$ cat src/rtl/tis_pkg.sv
// tis_pkg: types and constants shared by the node port blocks.
//   NODE_DW      node word width
//   N_PORTS      writer ports per arbiter
//   PORT_IDX_W   width of a writer index
//   port_word_t  one node word, big-endian
//   fifo_entry_t buffered word tagged with the writer it came from
package tis_pkg;

    localparam int NODE_DW    = 8;
    localparam int N_PORTS    = 4;
    localparam int PORT_IDX_W = 2;

    typedef logic [0:NODE_DW-1] port_word_t;

    typedef struct packed {
        port_word_t                data;
        logic [0:PORT_IDX_W-1]     src;
    } fifo_entry_t;

endpackage

$ cat src/rtl/port_fifo.sv
// port_fifo: synchronous FIFO, head visible combinationally from storage.
//   clk, rst_n  clock, asynchronous active-low reset (clears storage too)
//   push, wdata write wdata at the edge; ignored while full
//   pop         drop the head at the edge; ignored while empty
//   rdata       current head entry
//   full, empty occupancy status
module port_fifo
    import tis_pkg::*;
#(
    parameter int unsigned W     = NODE_DW + PORT_IDX_W,
    parameter int unsigned DEPTH = 2
) (
    input  logic         clk,
    input  logic         rst_n,
    input  logic         push,
    input  logic [0:W-1] wdata,
    input  logic         pop,
    output logic [0:W-1] rdata,
    output logic         full,
    output logic         empty
);

    localparam int unsigned AW = $clog2(DEPTH);
    localparam logic [AW-1:0] PTR_ONE  = AW'(1);
    localparam logic [AW:0]   CNT_ONE  = (AW + 1)'(1);
    localparam logic [AW:0]   CNT_FULL = (AW + 1)'(DEPTH);

    logic [0:W-1]  mem [DEPTH];
    logic [AW-1:0] wr_ptr;
    logic [AW-1:0] rd_ptr;
    logic [AW:0]   count;
    logic          do_push;
    logic          do_pop;

    assign full    = (count == CNT_FULL);
    assign empty   = (count == '0);
    assign do_push = push && !full;
    assign do_pop  = pop && !empty;
    assign rdata   = mem[rd_ptr];

    always_ff @(posedge clk or negedge rst_n) begin
        if (!rst_n) begin
            wr_ptr <= '0;
            rd_ptr <= '0;
            count  <= '0;
            for (int unsigned i = 0; i < DEPTH; i++) begin
                mem[i] <= '0;
            end
        end else begin
            if (do_push) begin
                mem[wr_ptr] <= wdata;
                wr_ptr      <= wr_ptr + PTR_ONE;
            end
            if (do_pop) begin
                rd_ptr <= rd_ptr + PTR_ONE;
            end
            case ({do_push, do_pop})
                2'b10:   count <= count + CNT_ONE;
                2'b01:   count <= count - CNT_ONE;
                default: count <= count;
            endcase
        end
    end

endmodule

$ cat src/rtl/port_rr_arb.sv
// port_rr_arb: round-robin arbiter merging four node write ports into one.
//   clk, rst_n     clock, asynchronous active-low reset
//   in0..in3       writer data, valid while matching rrdy is high
//   rrdy0..rrdy3   writer has a word pending
//   rresp0..rresp3 one-cycle accept pulse back to the writer
//   out, src       head word and the index of the writer it came from
//   val            a word is available at the head
//   wresp          consumer takes the head word this cycle
//   full           buffer full (status only)
module port_rr_arb
    import tis_pkg::*;
#(
    parameter int unsigned DW    = NODE_DW,
    parameter int unsigned DEPTH = 2
) (
    input  logic                  clk,
    input  logic                  rst_n,
    input  logic [0:DW-1]         in0,
    input  logic [0:DW-1]         in1,
    input  logic [0:DW-1]         in2,
    input  logic [0:DW-1]         in3,
    input  logic                  rrdy0,
    input  logic                  rrdy1,
    input  logic                  rrdy2,
    input  logic                  rrdy3,
    output logic                  rresp0,
    output logic                  rresp1,
    output logic                  rresp2,
    output logic                  rresp3,
    output logic [0:DW-1]         out,
    output logic                  val,
    input  logic                  wresp,
    output logic [0:PORT_IDX_W-1] src,
    output logic                  full
);

    localparam int unsigned EW = DW + PORT_IDX_W;
    localparam logic [PORT_IDX_W-1:0] IDX_ONE = PORT_IDX_W'(1);

    logic [0:DW-1]           in_arr [N_PORTS];
    logic [N_PORTS-1:0]      rrdy_v;
    logic [N_PORTS-1:0]      rresp_q;
    logic [N_PORTS-1:0]      rresp_d;
    logic [N_PORTS-1:0]      eligible;
    logic [PORT_IDX_W-1:0]   ptr;
    logic [PORT_IDX_W-1:0]   grant;
    logic                    found;
    logic                    accept;
    logic                    fifo_full;
    logic                    fifo_empty;
    logic [0:EW-1]           push_data;
    logic [0:EW-1]           head;

    // First requester in round-robin order starting at 'start'; MSB = found.
    function automatic logic [PORT_IDX_W:0] rr_pick(
        input logic [N_PORTS-1:0]    req,
        input logic [PORT_IDX_W-1:0] start
    );
        logic [PORT_IDX_W:0]   res;
        logic [PORT_IDX_W-1:0] k;
        res = '0;
        for (int unsigned i = 0; i < N_PORTS; i++) begin
            k = start + PORT_IDX_W'(i);
            if (!res[PORT_IDX_W] && req[k]) begin
                res = {1'b1, k};
            end
        end
        return res;
    endfunction

    assign in_arr[0] = in0;
    assign in_arr[1] = in1;
    assign in_arr[2] = in2;
    assign in_arr[3] = in3;
    assign rrdy_v    = {rrdy3, rrdy2, rrdy1, rrdy0};

    // A writer still holds rrdy in the cycle its rresp is visible; masking it
    // here keeps that stale request from being accepted a second time.
    assign eligible  = rrdy_v & ~rresp_q;

    always_comb begin
        {found, grant} = rr_pick(eligible, ptr);
        accept         = found && !fifo_full;
        rresp_d        = '0;
        if (accept) begin
            rresp_d[grant] = 1'b1;
        end
        push_data = {in_arr[grant], grant};
    end

    always_ff @(posedge clk or negedge rst_n) begin
        if (!rst_n) begin
            ptr     <= '0;
            rresp_q <= '0;
        end else begin
            rresp_q <= rresp_d;
            if (accept) begin
                ptr <= grant + IDX_ONE;
            end
        end
    end

    port_fifo #(
        .W     (EW),
        .DEPTH (DEPTH)
    ) u_fifo (
        .clk   (clk),
        .rst_n (rst_n),
        .push  (accept),
        .wdata (push_data),
        .pop   (wresp),
        .rdata (head),
        .full  (fifo_full),
        .empty (fifo_empty)
    );

    assign rresp0 = rresp_q[0];
    assign rresp1 = rresp_q[1];
    assign rresp2 = rresp_q[2];
    assign rresp3 = rresp_q[3];
    assign out    = head[0:DW-1];
    assign src    = head[DW:EW-1];
    assign val    = !fifo_empty;
    assign full   = fifo_full;

endmodule

$ cat config.mk
export PLATFORM = sky130hd
export DESIGN_NAME = port_rr_arb
export DESIGN_NICKNAME = d
export VERILOG_FILES = /design/src/rtl/tis_pkg.sv /design/src/rtl/port_fifo.sv /design/src/rtl/port_rr_arb.sv
export SDC_FILE = /design/constraint.sdc
export NUM_CORES = 1
export LEC_CHECK = 0
export BUFFER_PORTS_ARGS = -buffer_cell sky130_fd_sc_hd__clkbuf_2
export CAP_MARGIN = 15
export CORE_MARGIN = 5
export CORE_UTILIZATION = 45
export CTS_CLUSTER_SIZE = 25
export DETAILED_ROUTE_END_ITERATION = 10
export HOLD_SLACK_MARGIN = 0.08
export PLACE_DENSITY = 0.87
export RECOVER_POWER = 25
export REMOVE_ABC_BUFFERS = 1
export SLEW_MARGIN = 15
export SYNTH_ARGS = -nofsm -noshare
export SYNTH_HDL_FRONTEND = slang
export SYNTH_SLANG_ARGS = --single-unit
$ cat constraint.sdc
create_clock -name clk -period 1.7 [get_ports clk]
set_clock_uncertainty 0.05 [all_clocks]
set_input_delay 0.34 -clock clk [delete_from_list [all_inputs] [get_ports clk]]
set_output_delay 0.34 -clock clk [all_outputs]
set_load 0.1 [all_outputs]
==> results.md <==
| Stage | Result | Reported |
| --- | --- | --- |
| sta | Setup total negative slack | -6140 ps |
| setup path | Critical path data required time | 1850 ps |
| yosys | Synth unique cells | 33 |
| detailed routing | Final routed wirelength across all metal layers | 7330 um |
| outcome | Outcome | finished with violations |
| placed design | Detailed placement HPWL | 3320 um |
| detailed routing | Vias per Instance | 6.18 |
| cts | CTS tree | built |
| detailed routing | Total DRC errors in the routed layout | 0 |
| cts | Inserted Clock Buffers | 5 |
| setup path | Worst-path cell chain | or4b_4, o31a_1, o311a_4, or2_4, o221ai_1 |
| yosys | Avg Cell Area, Syn | 11.1 um^2 |
| setup path | Worst setup path startpoint | ptr[1] |
| floorplan | Die footprint | 0.00501 mm^2 |
| detailed routing | Final routed wire length divided by cell count | 25.1 um |
| min path | Worst Hold Class | in -> reg |
| min path | Worst hold stages | 3 |
| placed design | Routability-driven placement congestion ratio | 0.844 |
| floorplan | DIE HEIGHT | 70.8 um |
| sta | Final worst setup slack | -326 ps |
| yosys | Synthesis Warnings | 0 |
| setup path | Standard cell with the maximum stage delay on the critical path | or4b_4 |
| cts | Clock-pin transition on the worst setup and hold timing paths | 80 ps |
| cells and area | Area taken by flip-flops and latches | 752 um^2 |
| sta | Number of failing hold endpoints at the final stage | 0 |
| grt | Via count of the first global-routing pass | 1845 |
| sta | Worst slew margin relative to its limit | 48.7% |
| setup path | Top cell family by delay on the critical path | simple AND/OR/NAND/NOR gates |
| cells and area | Fillers | 157 |
| floorplan | Row Count | 22 |
| placed design | Pre-CTS WS | -266 ps |
| cells and area | Number of antenna repair diodes | 0 |
| grt | Global-route wire length before repair | 9890 um |
| cts | Clock buffer depth | 2 |
| cells and area | Area used by multi-input combinational logic | 0.00133 mm^2 |
| detailed routing | Routed vias | 1806 |
| yosys | FF+latch count, synth | 30 |
| job | Max-cap violations | 0 |
| yosys | Post-synthesis instance total | 150 |
| setup path | Worst reg-to-reg path cell count | 5 |
| setup path | Worst Path Buf+Inv | 0 |
| yosys | Asr flop ratio synth | 100% |
| yosys | Part of the Yosys area used for sequential elements | 45.2% |
| min path | Startpoint of the tightest hold check path | in2[5] |
| detailed routing | Starting DRT DRC Count | 244 |
| grt | Antenna violations before repair | 0 |
| detailed routing | Drt pass-1 iters | 5 |
| setup path | Critical path depth in cells | 5 |
| cells and area | Final net count | 287 |
| sta | Final-report setup violation count | 36 |
| cts | Latest clock arrival within the worst-skew pair | 290 ps |
| sta | Setup repair after global routing missed its margin | true |
| placed design | Count of buffers inserted at the top-level ports | 54 |
| detailed routing | Number of nets with antenna violations after detailed routing | 0 |
| setup path | Delay of the slowest cell on the worst path | 580 ps |
| yosys | Synth Flop Type | dfrtp_1 |
| floorplan | Number of top-level pins | 55 |
| outcome | Violations in the final reports | negative setup slack |
| cts | H-tree depth reported by CTS | 2 |
| grt | All-layer global routing usage | 26.2% |
| yosys | Number of synthesized flops with an enable pin | 0 |
| sta | Final critical delay including setup and external delays | 2030 ps |
| yosys | Summed instance area of the synthesized netlist | 0.00166 mm^2 |
| setup path | Element type at the critical path start | register |
| setup path | Setup CP Type | reg -> reg |
| sta | Transition time at the pin with the least slew margin | 770 ps |
| sta | Maximum operating frequency | 494 MHz |
| floorplan | Die span in x | 70.8 um |
| cts | Clock sink count | 30 |
| cells and area | Proportion of layout cells with a drive suffix above 1 | 73.0% |
| floorplan | Core region area | 0.00361 mm^2 |
| setup path | Maximum fanout count along the critical path | 8 |
| cts | Clk Tree Root Cell | clkbuf_8 |
| grt | Largest net degree at the start of global routing | 31 |
| grt | Total gr overflow | 0 |
| setup path | Signal arrival time at the worst endpoint | 2170 ps |
| floorplan | Effective utilization at floorplan | 46.1% |
| cells and area | Area growth from synthesis to layout | 88.0% |
| sta | Share of the clock period used by the worst path after layout | 119% |
| setup path | R2r startpoint | ptr[1] |
| sta | Max-slew violation total from the final report | 0 |
| setup path | Sort of element at the end of the critical path | register |
synth_stat cells, drive strengths merged (2+ instances only):
master,instances,area share [%]
dfrtp,30,45
buf,7,3.6
o221ai,17,9.0
nand2b,4,2.1
o21ai,5,1.5
ha,5,3.8
xnor2,2,1.1
mux2i,16,9.6
inv,4,0.90
nand2,26,5.9
and2,5,1.9
or2,3,1.1
xor2,2,1.1
mux2,10,6.8
flip-flops by register name, summed over array words and instances (netlist names):
register       cells
ptr                2
rresp_q            4
u_fifo.count       2
u_fifo.mem        20
u_fifo.rd_ptr      1
u_fifo.wr_ptr      1
final cells by class:
type | count | area share (%)
clock buffers | 5 | 2.20
clock inverters | 3 | 1.28
inverters | 4 | 0.881
multi-input cells | 108 | 42.7
flip-flops and latches | 30 | 24.1
well taps | 48 | 1.92
repair buffers | 94 | 27.0
layer usage:
metal	routed length, um	GRT usage, %
met4	413	12.7
met5	0	0
met1	2840	31.7
met3	596	6.68
met2	3480	43.4
timing repair:
action | CTS | global route
cloned | 1 | 0
endpoints found under the hold margin | 12 | 0
setup buffers | 10 | 6
hold buffers | 1 | 0
setup endpoints to repair | 36 | 39
gates resized for setup | 77 | 39
pin swaps | 18 | 18
worst register-to-register path, delay by kind of cell, from the launching register on:
family | cells | cell delay (ps)
compound gates | 3 | 560
flops | 1 | 400
simple gates | 2 | 920
per-stage QoR:
step           instance area [um^2]  hold WS (ps)  utilization [%]  cells
2_1_floorplan                  1600         -5.59                -    142
3_3_place_gp                   2320           369             64.3    269
3_5_place_dp                   2320           380             64.3    269
4_1_cts                        2900           316             80.4    289
5_1_grt                        3120           338             86.6    292
6_report                       3120           327             86.6    292
layout by cell type (no fill, tap or decap), drive strengths merged, types with 2 or more instances in the layout:
cell / count
nand2: 26
clkinv: 2
o21ai: 5
ha: 5
xor2: 2
xnor2: 2
clkbuf: 47
nand2b: 4
and2: 5
buf: 51
inv: 4
or2: 3
dfrtp: 30
mux2: 10
mux2i: 16
o221ai: 17
cells by family (layout without fill, tap and decap cells):
logic type / after synthesis / count (layout) / share of synthesized area [%]
buf+inv: 12 / 106 / 4.74
fa+ha+maj: 5 / 5 / 3.77
mux: 26 / 26 / 16.4
compound gates: 26 / 26 / 12.8
simple gates: 47 / 47 / 15.0
flops: 30 / 30 / 45.2
xor+xnor: 4 / 4 / 2.11
path summary, 6_finish.rpt:
check | slack [ps] | endpoint
setup reg to reg | -330 | u_fifo.mem[5]
hold / removal | 330 | u_fifo.mem[14]
hold reg to reg | 470 | u_fifo.mem[8]
min in group asynchronous | 610 | u_fifo.mem[5]
max in group asynchronous | 450 | u_fifo.rd_ptr
setup / recovery | -330 | u_fifo.mem[5]
Power is not shown: default switching activity piles up to over one toggle a cycle in this logic, so the estimate is an artifact.
